<file path="src/rtl/noise_mix_pkg.sv">
// Shared widths and saturation limits for the noise mixer stage.
package noise_mix_pkg;

  localparam int unsigned DATA_W_DEF  = 16;
  localparam int unsigned SHIFT_W_DEF = 4;
  localparam int unsigned CNT_W_DEF   = 16;

  // One guard bit above the sample width catches overflow of a 16-bit signed add.
  localparam int unsigned SUM_W = 17;

  localparam logic [15:0] SAT_MAX = 16'h7FFF;
  localparam logic [15:0] SAT_MIN = 16'h8000;

endpackage

</file>
<file path="src/rtl/sat_add16.sv">
// Combinational 16-bit signed saturating adder with an overflow flag.
module sat_add16
  import noise_mix_pkg::*;
(
  input  logic [15:0] a,
  input  logic [15:0] b,
  output logic [15:0] sum,
  output logic        sat
);

  logic [SUM_W-1:0] full;

  // Add with sign extension; the two top bits disagree exactly when the result overflowed.
  always_comb begin
    full = {a[15], a} + {b[15], b};
    sat  = full[16] ^ full[15];
    if (!sat) begin
      sum = full[15:0];
    end else if (full[16]) begin
      sum = SAT_MIN;
    end else begin
      sum = SAT_MAX;
    end
  end

endmodule

</file>
<file path="src/rtl/noise_mixer.sv">
// Adds an attenuated LFSR word to a clean sample stream, saturates, and counts clips.
// Two register stages with a single global advance enable for valid/ready flow control.
module noise_mixer
  import noise_mix_pkg::*;
#(
  parameter int unsigned DATA_W  = DATA_W_DEF,
  parameter int unsigned SHIFT_W = SHIFT_W_DEF,
  parameter int unsigned CNT_W   = CNT_W_DEF
) (
  input  logic               clk,
  input  logic               reset,
  input  logic [DATA_W-1:0]  noise_in,
  input  logic [DATA_W-1:0]  sig_in,
  input  logic               sig_valid,
  output logic               sig_ready,
  input  logic               noise_en,
  input  logic [SHIFT_W-1:0] noise_shift,
  input  logic               sat_clr,
  output logic [DATA_W-1:0]  mix_out,
  output logic               mix_valid,
  input  logic               mix_ready,
  output logic [CNT_W-1:0]   sat_count
);

  logic              adv;
  logic [DATA_W-1:0] noise_d;
  logic              s1_valid_q;
  logic [DATA_W-1:0] s1_sig_q;
  logic [DATA_W-1:0] s1_noise_q;
  logic [DATA_W-1:0] sum;
  logic              sat;
  logic              sat_event;
  logic [DATA_W-1:0] mix_out_q;
  logic              mix_valid_q;
  logic [CNT_W-1:0]  sat_cnt_q;

  // Whole pipe moves unless the output holds a sample the consumer refuses.
  always_comb begin
    adv       = !(mix_valid_q && !mix_ready);
    sig_ready = adv;
  end

  // Attenuated noise, sampled together with the accepted sample.
  always_comb begin
    noise_d = '0;
    if (noise_en) begin
      noise_d = $signed(noise_in) >>> noise_shift;
    end
  end

  // Stage 1: capture sample and scaled noise; bubbles are loaded as invalid entries.
  always_ff @(posedge clk or posedge reset) begin
    if (reset) begin
      s1_valid_q <= 1'b0;
      s1_sig_q   <= '0;
      s1_noise_q <= '0;
    end else if (adv) begin
      s1_valid_q <= sig_valid;
      s1_sig_q   <= sig_in;
      s1_noise_q <= noise_d;
    end
  end

  sat_add16 u_sat_add16 (
    .a   (s1_sig_q),
    .b   (s1_noise_q),
    .sum (sum),
    .sat (sat)
  );

  // Stage 2: register the saturated sum toward the FIR input.
  always_ff @(posedge clk or posedge reset) begin
    if (reset) begin
      mix_out_q   <= '0;
      mix_valid_q <= 1'b0;
    end else if (adv) begin
      mix_out_q   <= sum;
      mix_valid_q <= s1_valid_q;
    end
  end

  assign sat_event = adv && s1_valid_q && sat;

  // Saturation counter; clear wins over a coincident event, and the count sticks at all-ones.
  always_ff @(posedge clk or posedge reset) begin
    if (reset) begin
      sat_cnt_q <= '0;
    end else if (sat_clr) begin
      sat_cnt_q <= '0;
    end else if (sat_event && (sat_cnt_q != '1)) begin
      sat_cnt_q <= sat_cnt_q + CNT_W'(1);
    end
  end

  assign mix_out   = mix_out_q;
  assign mix_valid = mix_valid_q;
  assign sat_count = sat_cnt_q;

endmodule

</file>
<file path="config.mk">
export PLATFORM = sky130hd
export DESIGN_NAME = noise_mixer
export DESIGN_NICKNAME = d
export VERILOG_FILES = /design/src/rtl/noise_mix_pkg.sv /design/src/rtl/sat_add16.sv /design/src/rtl/noise_mixer.sv
export SDC_FILE = /design/constraint.sdc
export NUM_CORES = 1
export LEC_CHECK = 0
export CORE_MARGIN = 2
export CORE_UTILIZATION = 35
export CTS_CLUSTER_DIAMETER = 60
export DETAILED_ROUTE_END_ITERATION = 10
export PLACE_DENSITY = 0.66
export SLEW_MARGIN = 0
export SYNTH_ARGS = -nofsm -noshare
export SYNTH_HDL_FRONTEND = slang
export SYNTH_SLANG_ARGS = --single-unit
</file>
<file path="constraint.sdc">
create_clock -name clk -period 4.8 [get_ports clk]
set_input_delay 1.44 -clock clk [delete_from_list [all_inputs] [get_ports clk]]
set_output_delay 1.44 -clock clk [all_outputs]
set_load 0.02 [all_outputs]
</file>
**Yosys cells after proc, flatten, opt, wreduce, memory -nomap -nowiden**

Index checks and enable logic that the tools add are counted.

- $add $sub $neg: 2
- Equal/unequal tests: 1
- Shift-type cells: 1
- Muxes and demuxes: 5
- Bitwise logic cells: 1
- Reduce and logical (&&, ||, !) cells: 7

Operators with widths:

| operator | count |
|---|---|
| 2-to-1 mux 16 bit | 5 |
| adder 16 x 16 -> 17 bit | 1 |
| adder 16 x 1 -> 16 bit, second input constant | 1 |
| != test 16 bit, second input constant | 1 |
| >>> shifter 16 x 4 -> 16 bit | 1 |
| logical AND 1 bit | 4 |
| zero test 1 bit | 2 |
| nonzero test 2 bit | 1 |
| XOR 1 bit | 1 |

- Bits in registers: 66
- Input bits: 42
- Output and inout bits: 34
- Logic and storage cells: 23

**Longest topological paths before layout**

- Depth after elaboration: 8
- Mapped depth: 11
- Gate-level depth less buffers: 10

**Cells and area by module**

From an unflattened synthesis, not the netlist that was laid out.

- Cells, all modules: 500
- Area total of the unflattened synthesis: 4,539.4 µm²

Modules (own cells, without submodules):

| module | times used | cells an instance | area each (µm²) |
|---|---|---|---|
| noise_mixer | 1 | 373 | 3,517.1 |
| sat_add16 | 1 | 127 | 1,022.2 |

**Worst setup path before layout**

Ideal clock, no wire load.

- Kind: input to output
- Start: input port mix_ready
- End: output port sig_ready
- Data arrival time: 2,074 ps
- Required time: 3,360 ps
- Path slack: 1,286 ps
- Stages on the path: 3
- Path buffers: 1
- Cells stage by stage: nor2b_1 > clkinv_1 > clkbuf_1

- Longest elaborated chain between the ends: 3

RTL lines:

| item | line | text |
|---|---|---|
| start, declared | noise_mixer.sv:21 | `input logic mix_ready,` |
| zero test 1 bit | noise_mixer.sv:39 | `adv = !(mix_valid_q && !mix_ready);` |
| logical AND 1 bit | noise_mixer.sv:39 |  |
| zero test 1 bit | noise_mixer.sv:39 |  |
| end, declared | noise_mixer.sv:15 | `output logic sig_ready,` |

No other way between the ends.

**Worst setup path in the final report**

Ends and elaborated chain as after synthesis.

==> flow_metrics.env <==
export IMPL_maxSlewViolCount=0
export IMPL_crit_path_max_incr_delay_ps=590
export IMPL_synthMostInstantiatedCell="nand2_1"
export IMPL_cpLargestDelayFamily="buffers and inverters"
export IMPL_grt_overflow=0
export IMPL_cts_made_buffers=9
export IMPL_rr_endpoint="mix_out[1]"
export IMPL_worst_pin_slew_ps=1090
export IMPL_dr_pass1_iters=4
export IMPL_hpwl_mm=8.08
export IMPL_drv_cap=0
export IMPL_setup_viol=0
export IMPL_synth_ff_type="dfrtp_1"
export IMPL_clock_fmax_ghz=0.246
export IMPL_die_x_um=116
export IMPL_grt_use_total=0.172
export IMPL_synth_cells=524
export IMPL_post_cts_buffers=0
export IMPL_hold_violations=0
export IMPL_grt_pass1_wl_mm=18.4
export IMPL_async_reset_ff_frac=1.00
export IMPL_hold_buffers=0
export IMPL_ys_ff_latch=66
export IMPL_drc=0
export IMPL_clk_pin_slew_ps=50
export IMPL_whs_path_depth=2
export IMPL_synth_warnings=0
export IMPL_drt_initial_drc_count=228
export IMPL_synth_top_cell_area_share=0.376
export IMPL_cts_resized_gates=0
export IMPL_postRouteAntennaNets=0
export IMPL_crit_type="in -> out"
export IMPL_slew_headroom=0.274
export IMPL_clockRootBuffer="clkbuf_16"
export IMPL_crit_chain="clkdlybuf4s50_1 > nor2b_4 > clkinv_1 > clkdlybuf4s50_1"
export IMPL_r2r_cells=8
export IMPL_synth_sequential_area_ratio=0.376
export IMPL_startpoint_type="primary input"
export IMPL_fin_crit_sh=0.847
export IMPL_endpoint_kind="output port"
export IMPL_gp_congestion=0.894
export IMPL_grt_max_degree=66
export IMPL_design_die_area_mm2=0.0135
export IMPL_hold_end="mix_out[11]"
export IMPL_worstPathMaxFanout=2
export IMPL_hp_class="reg -> reg"
export IMPL_outcome="completed"
export IMPL_syn_area_mm2=0.00440
export IMPL_cp_arrival_ps=2630
export IMPL_first_global_vias=3876
export IMPL_syn_nets=584
export IMPL_routedWlPerCell_um=14.3
export IMPL_port_buffers=75
export IMPL_synthTopCellsByCount="121 x nand2_1, 66 x dfrtp_1, 47 x o21ai_0, 39 x a21oi_1, 26 x nor2_1"
export IMPL_power_density_mw_per_mm2=415
export IMPL_synth_distinct_cells=56
export IMPL_via_count=3917
export IMPL_n_antenna_cell=0
export IMPL_p_total_mw=2.33
export IMPL_syn_to_final_growth_pct=27.4
export IMPL_cts_sinks=66
export IMPL_core_area_mm2=0.0122
export IMPL_final_nets=646
export IMPL_antenna_found_initial=0
export IMPL_rsz0062_at_grt="no"
export IMPL_tns_ps=0
export IMPL_min_delay_start="mix_out[11]"
export IMPL_synth_area_top_cells="dfrtp_1 38%, nand2_1 10%, o21ai_0 5.4%, ha_1 4.8%, a21oi_1 4.4%"
export IMPL_io_pins=76
export IMPL_h_tree_depth=3
export IMPL_min_period_ps=4070
export IMPL_die_height_um=116
export IMPL_initial_core_util=0.362
export IMPL_cp_data_required_time_ps=3360
export IMPL_via_per_inst=5.16
export IMPL_drt_total_wl_mm=10.8
export IMPL_clock_skew_ps=3.69
export IMPL_cp_slowest_cell="clkdlybuf4s50_1"
export IMPL_clk_latency_ps=330
export IMPL_ir_drop_mv=0.184
export IMPL_cp_common_cell="clkdlybuf4s50_1"
export IMPL_yosys_area_top_type="dfrtp_1"
export IMPL_layout_drive_gt1_share=0.0795
export IMPL_postSynthAreaPerCell_um2=8.39
export IMPL_synth_edff_count=0
export IMPL_timing_rr_start="s1_sig_q[6]"
export IMPL_num_rows=40
export IMPL_power_leakage_nw=2.41
export IMPL_critPathBufInv=3
export IMPL_clockBufferDepth=2
export IMPL_rrSetupSlack_ps=1780
export IMPL_cts_tree="done"
cell families (layout without fill, tap and decap cells):
group           after synthesis  after routing  synth area share
mux                          26             26            0.0626
fa+ha+maj                    33             33            0.0874
flops                        66             66             0.376
xor+xnor                     13             13            0.0319
buf+inv                      42            109            0.0410
simple gates                209            209             0.217
compound gates              135            135             0.184
metrics by stage:
step                      hold WS, ps  std cells  setup WS, ps  utilization  instance area [µm²]
after floorplan                   443        524          1290            -                 4400
after global placement            463        743           727        0.433                 5270
after detailed placement          472        743           722        0.433                 5270
after CTS                         484        759           725        0.461                 5600
after global routing              502        759           684        0.461                 5600
final                             474        759           734        0.461                 5600
worst min-delay path, cell delays in order (launching register included):
cell and delay, ps:
dfrtp_1 340, nand2_1 40, o21ai_0 60
metal layers:
layer | part of all wire | track usage | vias up
li1 | - | - | 1962
met1 | 0.45 | 0.216 | 1828
met2 | 0.48 | 0.297 | 104
met3 | 0.040 | 0.0309 | 23
met4 | 0.025 | 0.0643 | 0
met5 | 0 | 0 | -
where the power goes:
group / internal (mW) / switching (mW)
sequential: 0.663 / 0.0668
combinational: 0.388 / 0.488
clock: 0.483 / 0.238
total: 1.53 / 0.793
placed cells by master, fill, tap and decap left out, types with 7 or more instances in the layout:
| master | synthesis | routed |
|---|---|---|
| a21oi_1 | 39 | 39 |
| clkbuf_16 | 0 | 9 |
| clkdlybuf4s50_1 | 0 | 75 |
| dfrtp_1 | 66 | 66 |
| ha_1 | 17 | 17 |
| inv_1 | 12 | 11 |
| maj3_1 | 14 | 14 |
| mux2_2 | 8 | 8 |
| mux2i_1 | 17 | 17 |
| nand2_1 | 121 | 121 |
| nand3_1 | 9 | 9 |
| nand4_1 | 7 | 7 |
| nor2_1 | 26 | 26 |
| o21ai_0 | 47 | 47 |
| o21ai_1 | 12 | 12 |
| or3_1 | 9 | 9 |
| xor2_1 | 8 | 8 |
final cells by class:
type,count,area [µm²]
Clock buffer,12,256
Clock inverter,4,73.8
Fill cell,1194,6560
Inverter,13,48.8
Multi-Input combinational cell,416,2570
Sequential cell,66,1650
Tap cell,168,210
Timing Repair Buffer,80,788
worst max-delay path by stage:
| stage | start | end | slack, ps | depth (start not counted) |
|---|---|---|---|---|
| 2_1_floorplan | mix_ready | sig_ready | 1290 | 3 |
| 3_3_place_gp | mix_ready | sig_ready | 730 | 4 |
| 3_5_place_dp | mix_ready | sig_ready | 720 | 4 |
| 4_1_cts | mix_ready | sig_ready | 730 | 4 |
| 5_1_grt | mix_ready | sig_ready | 680 | 4 |
| 6_report | mix_ready | sig_ready | 730 | 4 |
sequential cells by signal, indices dropped and copies added (netlist names):
register / cells
mix_out: 16
sat_count: 16
s1_sig_q: 16
s1_noise_q: 16
s1_valid_q: 1
mix_valid: 1
Power figures use the tool's default switching activity.
